==> src/rtl/output_uart_pkg.sv <==
// Shared types and constants for the outputLine UART transmitter.
package output_uart_pkg;

   localparam int unsigned UART_DATA_BITS      = 8;
   localparam int unsigned UART_BYTES_PER_WORD = 2;
   localparam int unsigned WORD_W              = UART_DATA_BITS * UART_BYTES_PER_WORD;

   typedef enum logic [2:0] {
      StIdle,
      StStart,
      StData,
      StParity,
      StStop
   } uartState_e;

   // Byte 0 is the low byte, which goes out first.
   function automatic logic [UART_DATA_BITS-1:0] selectByte(input logic [WORD_W-1:0] word,
                                                            input logic byteIdx);
      return byteIdx ? word[WORD_W-1:UART_DATA_BITS] : word[UART_DATA_BITS-1:0];
   endfunction

endpackage

==> src/rtl/io_word_fifo.sv <==
// Synchronous word FIFO with count; active-low synchronous reset clears pointers and count.
module io_word_fifo
   import output_uart_pkg::*;
#(
   parameter int unsigned DEPTH = 8
) (
   input  logic                     clk,
   input  logic                     rst,
   input  logic                     push,
   input  logic [WORD_W-1:0]        pushData,
   input  logic                     pop,
   output logic [WORD_W-1:0]        popData,
   output logic                     full,
   output logic                     empty,
   output logic [$clog2(DEPTH):0]   count
);

   localparam int unsigned PtrW = $clog2(DEPTH);
   localparam logic [PtrW:0] FullCount = (PtrW + 1)'(DEPTH);

   logic [WORD_W-1:0] mem [DEPTH];
   logic [PtrW-1:0]   wrPtrQ;
   logic [PtrW-1:0]   rdPtrQ;
   logic [PtrW:0]     countQ;
   logic              wrEn;
   logic              rdEn;

   assign full  = (countQ == FullCount);
   assign empty = (countQ == '0);
   assign rdEn  = pop & ~empty;
   // A pop in the same cycle frees the slot a full FIFO needs.
   assign wrEn  = push & (~full | rdEn);

   always_ff @(posedge clk) begin
      if (!rst) begin
         wrPtrQ <= '0;
         rdPtrQ <= '0;
         countQ <= '0;
      end else begin
         if (wrEn) wrPtrQ <= wrPtrQ + 1'b1;
         if (rdEn) rdPtrQ <= rdPtrQ + 1'b1;
         if (wrEn && !rdEn) begin
            countQ <= countQ + 1'b1;
         end else if (rdEn && !wrEn) begin
            countQ <= countQ - 1'b1;
         end
      end
   end

   always_ff @(posedge clk) begin
      if (wrEn) mem[wrPtrQ] <= pushData;
   end

   assign popData = mem[rdPtrQ];
   assign count   = countQ;

endmodule

==> src/rtl/output_line_uart_tx.sv <==
// Queues every change of outputLine and sends each word as two UART bytes, low byte first.
// Defining OUTPUT_UART_PARITY_EN adds an even-parity bit after the data bits.
module output_line_uart_tx
   import output_uart_pkg::*;
#(
   parameter int unsigned CLKS_PER_BIT = 434,
   parameter int unsigned FIFO_DEPTH   = 8
) (
   input  logic                          clk,
   input  logic                          rst,
   input  logic [WORD_W-1:0]             outputLine,
   output logic                          tx,
   output logic                          busy,
   output logic                          overflow,
   output logic [$clog2(FIFO_DEPTH):0]   fifo_count
);

   localparam int unsigned CntW = $clog2(CLKS_PER_BIT);
   localparam logic [CntW-1:0] CntMax = CntW'(CLKS_PER_BIT - 1);
   localparam int unsigned IdxW = $clog2(UART_DATA_BITS);
   localparam logic [IdxW-1:0] IdxMax = IdxW'(UART_DATA_BITS - 1);

   logic [WORD_W-1:0]          prevQ;
   uartState_e                 stateQ, stateD;
   logic [WORD_W-1:0]          holdQ, holdD;
   logic                       byteIdxQ, byteIdxD;
   logic [IdxW-1:0]            bitIdxQ, bitIdxD;
   logic [CntW-1:0]            bitCntQ, bitCntD;
   logic                       txQ, txD;
   logic                       overflowQ;

   logic                       lineChanged;
   logic                       pop;
   logic                       fifoFull;
   logic                       fifoEmpty;
   logic [WORD_W-1:0]          fifoData;
   logic                       bitDone;
   logic [UART_DATA_BITS-1:0]  curByte;

   assign lineChanged = (outputLine != prevQ);
   assign bitDone     = (bitCntQ == CntMax);

   io_word_fifo #(
      .DEPTH (FIFO_DEPTH)
   ) uFifo (
      .clk      (clk),
      .rst      (rst),
      .push     (lineChanged),
      .pushData (outputLine),
      .pop      (pop),
      .popData  (fifoData),
      .full     (fifoFull),
      .empty    (fifoEmpty),
      .count    (fifo_count)
   );

   always_ff @(posedge clk) begin
      if (!rst) begin
         prevQ     <= '0;
         stateQ    <= StIdle;
         holdQ     <= '0;
         byteIdxQ  <= 1'b0;
         bitIdxQ   <= '0;
         bitCntQ   <= '0;
         txQ       <= 1'b1;
         overflowQ <= 1'b0;
      end else begin
         prevQ    <= outputLine;
         stateQ   <= stateD;
         holdQ    <= holdD;
         byteIdxQ <= byteIdxD;
         bitIdxQ  <= bitIdxD;
         bitCntQ  <= bitCntD;
         txQ      <= txD;
         // Dropped push: full with no pop to make room this cycle.
         if (lineChanged && fifoFull && !pop) overflowQ <= 1'b1;
      end
   end

   always_comb begin
      stateD   = stateQ;
      holdD    = holdQ;
      byteIdxD = byteIdxQ;
      bitIdxD  = bitIdxQ;
      bitCntD  = bitCntQ;
      pop      = 1'b0;

      unique case (stateQ)
         StIdle: begin
            if (!fifoEmpty) begin
               pop      = 1'b1;
               holdD    = fifoData;
               byteIdxD = 1'b0;
               bitCntD  = '0;
               stateD   = StStart;
            end
         end

         StStart: begin
            if (bitDone) begin
               bitCntD = '0;
               bitIdxD = '0;
               stateD  = StData;
            end else begin
               bitCntD = bitCntQ + 1'b1;
            end
         end

         StData: begin
            if (bitDone) begin
               bitCntD = '0;
               if (bitIdxQ == IdxMax) begin
`ifdef OUTPUT_UART_PARITY_EN
                  stateD = StParity;
`else
                  stateD = StStop;
`endif
               end else begin
                  bitIdxD = bitIdxQ + 1'b1;
               end
            end else begin
               bitCntD = bitCntQ + 1'b1;
            end
         end

`ifdef OUTPUT_UART_PARITY_EN
         StParity: begin
            if (bitDone) begin
               bitCntD = '0;
               stateD  = StStop;
            end else begin
               bitCntD = bitCntQ + 1'b1;
            end
         end
`endif

         StStop: begin
            if (bitDone) begin
               bitCntD = '0;
               if (!byteIdxQ) begin
                  byteIdxD = 1'b1;
                  stateD   = StStart;
               end else if (!fifoEmpty) begin
                  // Next word starts with no idle gap.
                  pop      = 1'b1;
                  holdD    = fifoData;
                  byteIdxD = 1'b0;
                  stateD   = StStart;
               end else begin
                  stateD = StIdle;
               end
            end else begin
               bitCntD = bitCntQ + 1'b1;
            end
         end

         default: stateD = StIdle;
      endcase

      // tx is registered, so it is derived from the state being entered.
      curByte = selectByte(holdD, byteIdxD);
      case (stateD)
         StStart:  txD = 1'b0;
         StData:   txD = curByte[bitIdxD];
         StParity: txD = ^curByte;
         default:  txD = 1'b1;
      endcase
   end

   assign tx       = txQ;
   assign overflow = overflowQ;
   assign busy     = (stateQ != StIdle) | (fifo_count != '0);

endmodule

==> config.mk <==
export PLATFORM = sky130hd
export DESIGN_NAME = output_line_uart_tx
export DESIGN_NICKNAME = d
export VERILOG_FILES = /design/src/rtl/output_uart_pkg.sv /design/src/rtl/io_word_fifo.sv /design/src/rtl/output_line_uart_tx.sv
export SDC_FILE = /design/constraint.sdc
export NUM_CORES = 1
export LEC_CHECK = 0
export ABC_CLOCK_PERIOD_IN_PS = 4540
export BUFFER_PORTS_ARGS = -buffer_cell sky130_fd_sc_hd__buf_4
export CAP_MARGIN = 5
export CORE_ASPECT_RATIO = 0.6
export CORE_UTILIZATION = 45
export DETAILED_ROUTE_END_ITERATION = 12
export GPL_TIMING_DRIVEN = 0
export HOLD_SLACK_MARGIN = 0.02
export PLACE_DENSITY_LB_ADDON = 0.12
export REMOVE_ABC_BUFFERS = 1
export SLEW_MARGIN = 20
export SYNTH_ARGS = -nofsm -noshare
export SYNTH_HDL_FRONTEND = slang
export SYNTH_SLANG_ARGS = --single-unit
==> constraint.sdc <==
create_clock -name clk -period 4.54 [get_ports clk]
set_input_delay 0.227 -clock clk [delete_from_list [all_inputs] [get_ports clk]]
set_output_delay 0.227 -clock clk [all_outputs]
set_load 0.03 [all_outputs]
After elaboration in Yosys (flattened, before gate mapping):

Memory sizes are Yosys's and may differ from the RTL's. A register that Yosys moved wholly into a read port is not among the register bits.
Index checks and enable logic that the tools add are counted.

* register bits: 60
* RAM bits: 128
* bits of input ports: 18
* output and inout port bits: 7
* logic and storage cells: 90
* memories kept: 1

* $add $sub $neg: 6
* $lt $le $gt $ge: 1
* equality and inequality tests: 11
* muxes and demuxes: 38
* bitwise operators: 6
* reduce and logical (&&, ||, !) cells: 16

Memories
* uFifo.mem: depth 8, width 16, rd ports 1, clocked after Yosys merged registers in 1, write ports 1, line io_word_fifo.sv:21 `logic [WORD_W-1:0] mem [DEPTH];`

Operators by type and width (count)
* 16-bit two-way mux: 3
* 16-bit case mux with 2 select lines: 1
* 3-bit two-way mux: 10
* 9-bit two-way mux: 2
* 9-bit case mux with 2 select lines: 1
* 16-bit inequality test: 1
* 1-bit two-way mux: 12
* 3-bit case mux with 4 select lines: 1
* 3-bit by 1-bit adder with 3-bit output (second input constant): 3
* 9-bit by 1-bit adder with 9-bit output (second input constant): 1
* 3-bit by 2-bit == test with 1-bit output (second input constant): 3
* 9-bit == test (second input constant): 1
* 4-bit two-way mux: 2
* 8-bit two-way mux: 1
* 8-bit parity: 1
* 3-bit by 1-bit == test with 1-bit output (second input constant): 2
* 3-bit == test (second input constant): 2
* 3-bit case mux with 2 select lines: 1
* 4-bit by 1-bit adder with 4-bit output (second input constant): 1
* 4-bit == test (second input constant): 1
* 1-bit logical AND: 4
* 4-bit logical NOT: 1
* 3-bit by 4-bit less-than comparator with 1-bit output (second input constant): 1
* 1-bit case mux with 2 select lines: 2
* 14 further kinds: 20

Depth between registers and ports, before layout:

* word-level depth: 12
* gate-level depth with buffers: 16
* depth with buffers taken out: 15

Cells and area by module:

From an unflattened synthesis, not the netlist that was laid out.

* cell total of the unflattened synthesis: 520
* area, all modules: 7932.6 sq um

Modules (own cells, without submodules)
* io_word_fifo: times used 1, cells each 258, area an instance 5469.0 sq um, sequential area each 4103.9 sq um
* output_line_uart_tx: times used 1, cells each 262, area an instance 2463.6 sq um, sequential area each 1001.0 sq um

Worst setup path after synthesis:

OpenSTA, ideal clock, no wires.

* kind: register -> register
* start point: register bitCntQ[0]
* end point: memory uFifo.mem[2][0] in the netlist's numbering (enable)
* setup time: 413 ps
* arrival time: 2962 ps
* required time: 4127 ps
* setup slack: 1165 ps
* stages on the path, launching flop included: 10
* buffers on the path: 1
* clock period less this slack: 3375 ps
* cell sequence: dfxtp_1 > ha_1 > and4b_1 > nand3_1 > a21oi_2 > buf_6 > inv_2 > a31oi_4 > nand2b_1 > nor3b_1

* longest elaborated chain between the ends: 8

Ends and longest elaborated chain
* start: declaration: line output_line_uart_tx.sv:28 `logic [CntW-1:0] bitCntQ, bitCntD;`
* start signal: assignment: line output_line_uart_tx.sv:73 `bitCntQ <= bitCntD;`
* 9-bit == test: line output_line_uart_tx.sv:41 `assign bitDone = (bitCntQ == CntMax);`
* 1-bit two-way mux: line output_line_uart_tx.sv:138 `if (bitDone) begin`
* 1-bit case mux with 2 select lines: line output_line_uart_tx.sv:88 `unique case (stateQ)`
* 1-bit AND: line io_word_fifo.sv:30 `assign rdEn = pop & ~empty;`
* 1-bit OR: line io_word_fifo.sv:32 `assign wrEn = push & (~full | rdEn);`
* 1-bit AND: line io_word_fifo.sv:32
* named net uFifo.wrEn: line io_word_fifo.sv:25 `logic wrEn;`
* 1-bit two-way mux: line io_word_fifo.sv:51 `if (wrEn) mem[wrPtrQ] <= pushData;`
* 1-bit two-way mux (implied by the code): line io_word_fifo.sv:51
* end: declaration: line io_word_fifo.sv:21

The timed path passes the listed nets, and every way through them passes these cells.

Worst setup path in the final report:

* start point: register uFifo.countQ[3] (netlist: uFifo.count[3])
* end point: register uFifo.countQ[3] (netlist: uFifo.count[3])

* longest elaborated chain between the ends: 11
* elaborated cells on any way between the ends: 20
* those cells by class: 2 x add/sub; 1 x eq/ne; 6 x mux; 5 x bitwise; 6 x reduce/logical

Ends and longest elaborated chain
* start: declaration: line io_word_fifo.sv:24 `logic [PtrW:0] countQ;`
* start signal: assignment: line io_word_fifo.sv:43 `countQ <= countQ + 1'b1;`
* start signal: assignment: line io_word_fifo.sv:45 `countQ <= countQ - 1'b1;`
* 4-bit logical NOT: line io_word_fifo.sv:29 `assign empty = (countQ == '0);`
* 1-bit two-way mux: line output_line_uart_tx.sv:90, output_line_uart_tx.sv:143
* 1-bit two-way mux: line output_line_uart_tx.sv:140 `if (!byteIdxQ) begin`
* 1-bit two-way mux: line output_line_uart_tx.sv:138
* 1-bit case mux with 2 select lines: line output_line_uart_tx.sv:88
* 1-bit AND: line io_word_fifo.sv:30
* 1-bit OR (*): line io_word_fifo.sv:32
* 1-bit AND (*): line io_word_fifo.sv:32
* named net uFifo.wrEn: line io_word_fifo.sv:25
* 1-bit logical NOT: line io_word_fifo.sv:44 `end else if (rdEn && !wrEn) begin`
* 1-bit logical AND: line io_word_fifo.sv:44
* 2-bit nonzero test (no line)

The timed path passes the listed nets; every way through them passes the cells marked *. The select of a mux whose other input is x is not followed.
A chain may end at the register's enable or synchronous reset.

==> results.tsv <==
stage	metric	value	unit
clocking	h-tree-depth	4	
power_and_ir_drop	swShare	28.7	%
yosys	synth.area.mux_share	15.0	%
timing	fin_crit	3.61	ns
yosys	synth_xor_xnor_area_share	3.33	%
timing	hold_viol	0	
power_and_ir_drop	pwr-share-clk	28.7	%
floorplanning	coreArea	0.0171	mm2
outcome	status	complete, no violations	
cells_and_area	nets	564	
yosys	avgSynthCellArea	15.8	um2
floorplanning	ios	25	
detailed_routing	viasPerCell	5.28	
yosys	syn_inst	501	
setup_path	start_kind	flop	
setup_path	cp_common_cell	ha_1	
setup_path	r2r-start	uFifo.count[3]$_SDFFE_PN0P_	
cells_and_area	final_cells	784	
setup_path	cp.depth	14	
setup_path	r2r_end	uFifo.count[3]$_SDFFE_PN0P_	
cells_and_area	register_area	0.00511	mm2
setup_path	reg2reg_slack	0.93	ns
yosys	yosysSeqAreaShare	64.7	%
floorplanning	die_h	105	um
setup_path	crit_family	simple AND/OR/NAND/NOR gates	
place	dp.cells	752	
yosys	synth_most_common_cell	edfxtp_1	
detailed_routing	drc	0	
power_and_ir_drop	peakVddDrop	0.270	mV
timing	worstMarginPinSlew	0.922	ns
floorplanning	fp.dieW	173	um
power_and_ir_drop	internal_power	0.00388	W
place	dpl-instance-area	0.00847	mm2
setup_path	critical-path-max-stage-delay	0.75	ns
floorplanning	initial_utilization	46.1	%
clocking	numCtsBuffers	17	
clocking	cts_resized	0	
cells_and_area	finish.instance_area	0.00908	mm2
yosys	async_flop_share	0	%
cells_and_area	n_fill_cell	1429	
place	io_buffers	24	
min_path	hold_start	outputLine[6]	
clocking	clockRootBuffer	clkbuf_16	
power_and_ir_drop	p_switching	0.00156	W
yosys	yosys.area.top_type_share	48.7	%
setup_path	ff2ff_path_depth	14	
grt	grt_antenna_before_repair	0	
setup_path	critPathRequiredTime	4.90	ns
grt	grt_pass1_wl	23.6	mm
clocking	cts_hold_buf	0	
yosys	yosys_warnings	0	
yosys	synthAdderAreaFrac	1.52	%
detailed_routing	drt_wl_total	15.0	mm
min_path	min_to	uFifo.mem[1][6]$_DFFE_PP_	
timing	drv_slew	0	
grt	track_usage	17.9	%
min_path	hp-class	in2reg	
yosys	synth.largest_area_cell	edfxtp_1	
yosys	synth_area	0.00789	mm2
yosys	ys_ff_latch	191	
cells_and_area	areaGrowthSynthToFinish	15.1	%
grt	first_global_vias	4231	
power_and_ir_drop	p_comb_share	27.3	%
yosys	ys.flop_type	edfxtp_1	
power_and_ir_drop	p_per_area	599	mW/mm2
cells_and_area	final_util	53.0	%
detailed_routing	vias	4138	
yosys	synth_edf_count	128	
timing	post-route-period-util	79.6	%
clocking	clk_pin_slew	0.07	ns
power_and_ir_drop	cellLeakagePower	3.05	nW
timing	setup_slack	0.925	ns
timing	rsz0062_at_grt	no	
yosys	synth_compound_area_share	3.98	%
setup_path	path_max_fanout	17	
detailed_routing	dr.pass1.iters	4	
yosys	synth_simple_gate_area_share	9.86	%
power_and_ir_drop	p_total	0.00544	W
floorplanning	dieArea	0.0181	mm2
clocking	clockBufferDepth	2	
setup_path	path_cells	nor4_1 -> nand2b_1 -> a21oi_4 -> buf_16 -> inv_2 -> a31oi_4 -> ha_1 -> inv_1 -> ha_1 -> a21o_1 -> a21oi_1 -> xnor2_1 -> or3_1 -> a21boi_0	
detailed_routing	detail-route-antenna-nets	0	
setup_path	worstSetupPathType	reg2reg	
yosys	ys_top_cells_by_count	edfxtp_1, dfxtp_1, mux4_2	
grt	grt-ovfl-total	0	
cells_and_area	n_antenna_cell	0	
clocking	clock_sinks	191	
timing	fmax	0.277	GHz
grt	grt_start_max_net_pins	54	
min_path	min_path_cells	1	
power_and_ir_drop	pwr-share-seq	44.1	%
run	cap_violations	0	
cells_and_area	multiInputGateArea	0.00270	mm2
place	detailed_place_hpwl	10.1	mm
detailed_routing	wl_per_cell	19.2	um
place	pre_cts_ws	0.992	ns
setup_path	worst_setup_path_end_kind	flop	
clocking	insertion_delay	0.43	ns
yosys	synth.area.top_cells	edfxtp_1, dfxtp_1, mux4_2, mux2_2, xnor2_1	
timing	skew	0.00990	ns
floorplanning	row_count	37	
timing	slew_headroom	38.5	%
timing	setup_viol	0	
yosys	synth.distinct_cells	54	
clocking	post_cts_buffers	0	
setup_path	worstPathArrival	3.97	ns
clocking	cts_tree	built	
detailed_routing	drt_iter0_markers	299	
setup_path	cp_num_buf_inv	3	
yosys	synth_top_family_by_area	multiplexers	
cells_and_area	drive_above_1_share	25.8	%
place	routabilityCongestion	0.804	
setup_path	slowest_stage	nor4_1	
## worst reg2reg max path, stage by stage (launching register included)
cell and delay, ns:
dfxtp_1 0.38, nor4_1 0.75, nand2b_1 0.28, a21oi_4 0.08, buf_16 0.21, inv_2 0.13
a31oi_4 0.15, ha_1 0.26, inv_1 0.12, ha_1 0.24, a21o_1 0.17, a21oi_1 0.18
xnor2_1 0.11, or3_1 0.31, a21boi_0 0.16
## flip-flops by register name (all words and copies together), names as in the netlist, named ones only
name	flops
uFifo.mem	128
byteIdxQ	1
stateQ	3
holdQ	16
uFifo.count	4
prevQ	16
bitCntQ	9
bitIdxQ	3
tx	1
uFifo.wrPtrQ	3
uFifo.rdPtrQ	3
overflow	1
## metal layers
metal / track usage, % / wire, um / up-vias
met5: 0 / 0 / -
met3: 4.44 / 663 / 12
li1: - / - / 1970
met2: 27.7 / 6830 / 73
met4: 6.01 / 146 / 0
met1: 24.8 / 7380 / 2083
## kinds of logic (layout without fill, tap and decap cells)
logic type / Yosys count / after routing
mux: 75 / 75
flops: 191 / 191
simple gates: 131 / 131
buf+inv: 26 / 75
fa+ha+maj: 9 / 9
xor+xnor: 30 / 30
compound gates: 39 / 39
## power by group through the flow
| stage | logic [W] | registers [W] | clock network (W) |
|---|---|---|---|
| global placement | 0.00135 | 0.00246 | 0 |
| global route | 0.00161 | 0.00245 | 0.00166 |
| CTS | 0.00151 | 0.00241 | 0.00160 |
| floorplan | 0.000994 | 0.00242 | 0 |
| detailed placement | 0.00150 | 0.00245 | 0 |
| finish | 0.00148 | 0.00240 | 0.00156 |
## worst max-delay path by stage
stage | start | to | slack (ns)
detailed placement | uFifo.count[0]$_SDFFE_PN0P_ | uFifo.count[3]$_SDFFE_PN0P_ | 0.99
CTS | bitCntQ[0]$_SDFFE_PN0P_ | uFifo.count[3]$_SDFFE_PN0P_ | 0.97
global route | uFifo.count[3]$_SDFFE_PN0P_ | uFifo.count[3]$_SDFFE_PN0P_ | 0.75
floorplan | bitCntQ[0]$_SDFFE_PN0P_ | uFifo.mem[2][0]$_DFFE_PP_ | 0.56
global placement | bitCntQ[0]$_SDFFE_PN0P_ | uFifo.mem[5][13]$_DFFE_PP_ | -1.35
finish | uFifo.count[3]$_SDFFE_PN0P_ | uFifo.count[3]$_SDFFE_PN0P_ | 0.93
## cell type report
class	count	share of cell area, %
clock buffer	21	4.96
clock inverter	11	1.81
inverter	4	0.165
multi-input combinational	284	29.8
sequential	191	56.3
tap	234	3.22
timing repair buffer	39	3.79
## metrics by stage
step	hold WS [ns]	TNS, ns
after global placement	0.458	-113.49
final	0.0461	0
after CTS	0.0298	0
after global routing	0.0361	0
after floorplan	0.326	0
after detailed placement	0.461	0
## cell usage in the layout, fill, tap and decap left out, drive strengths merged, types with 8 or more instances in the layout
cell type    n
buf         39
nor2b       24
mux2i       19
o21ai       10
nor2        18
mux2        24
ha           8
and2        27
clkbuf      21
xnor2       23
mux4        32
dfxtp       63
nand2       20
edfxtp     128
Power figures use the tool's default switching activity.
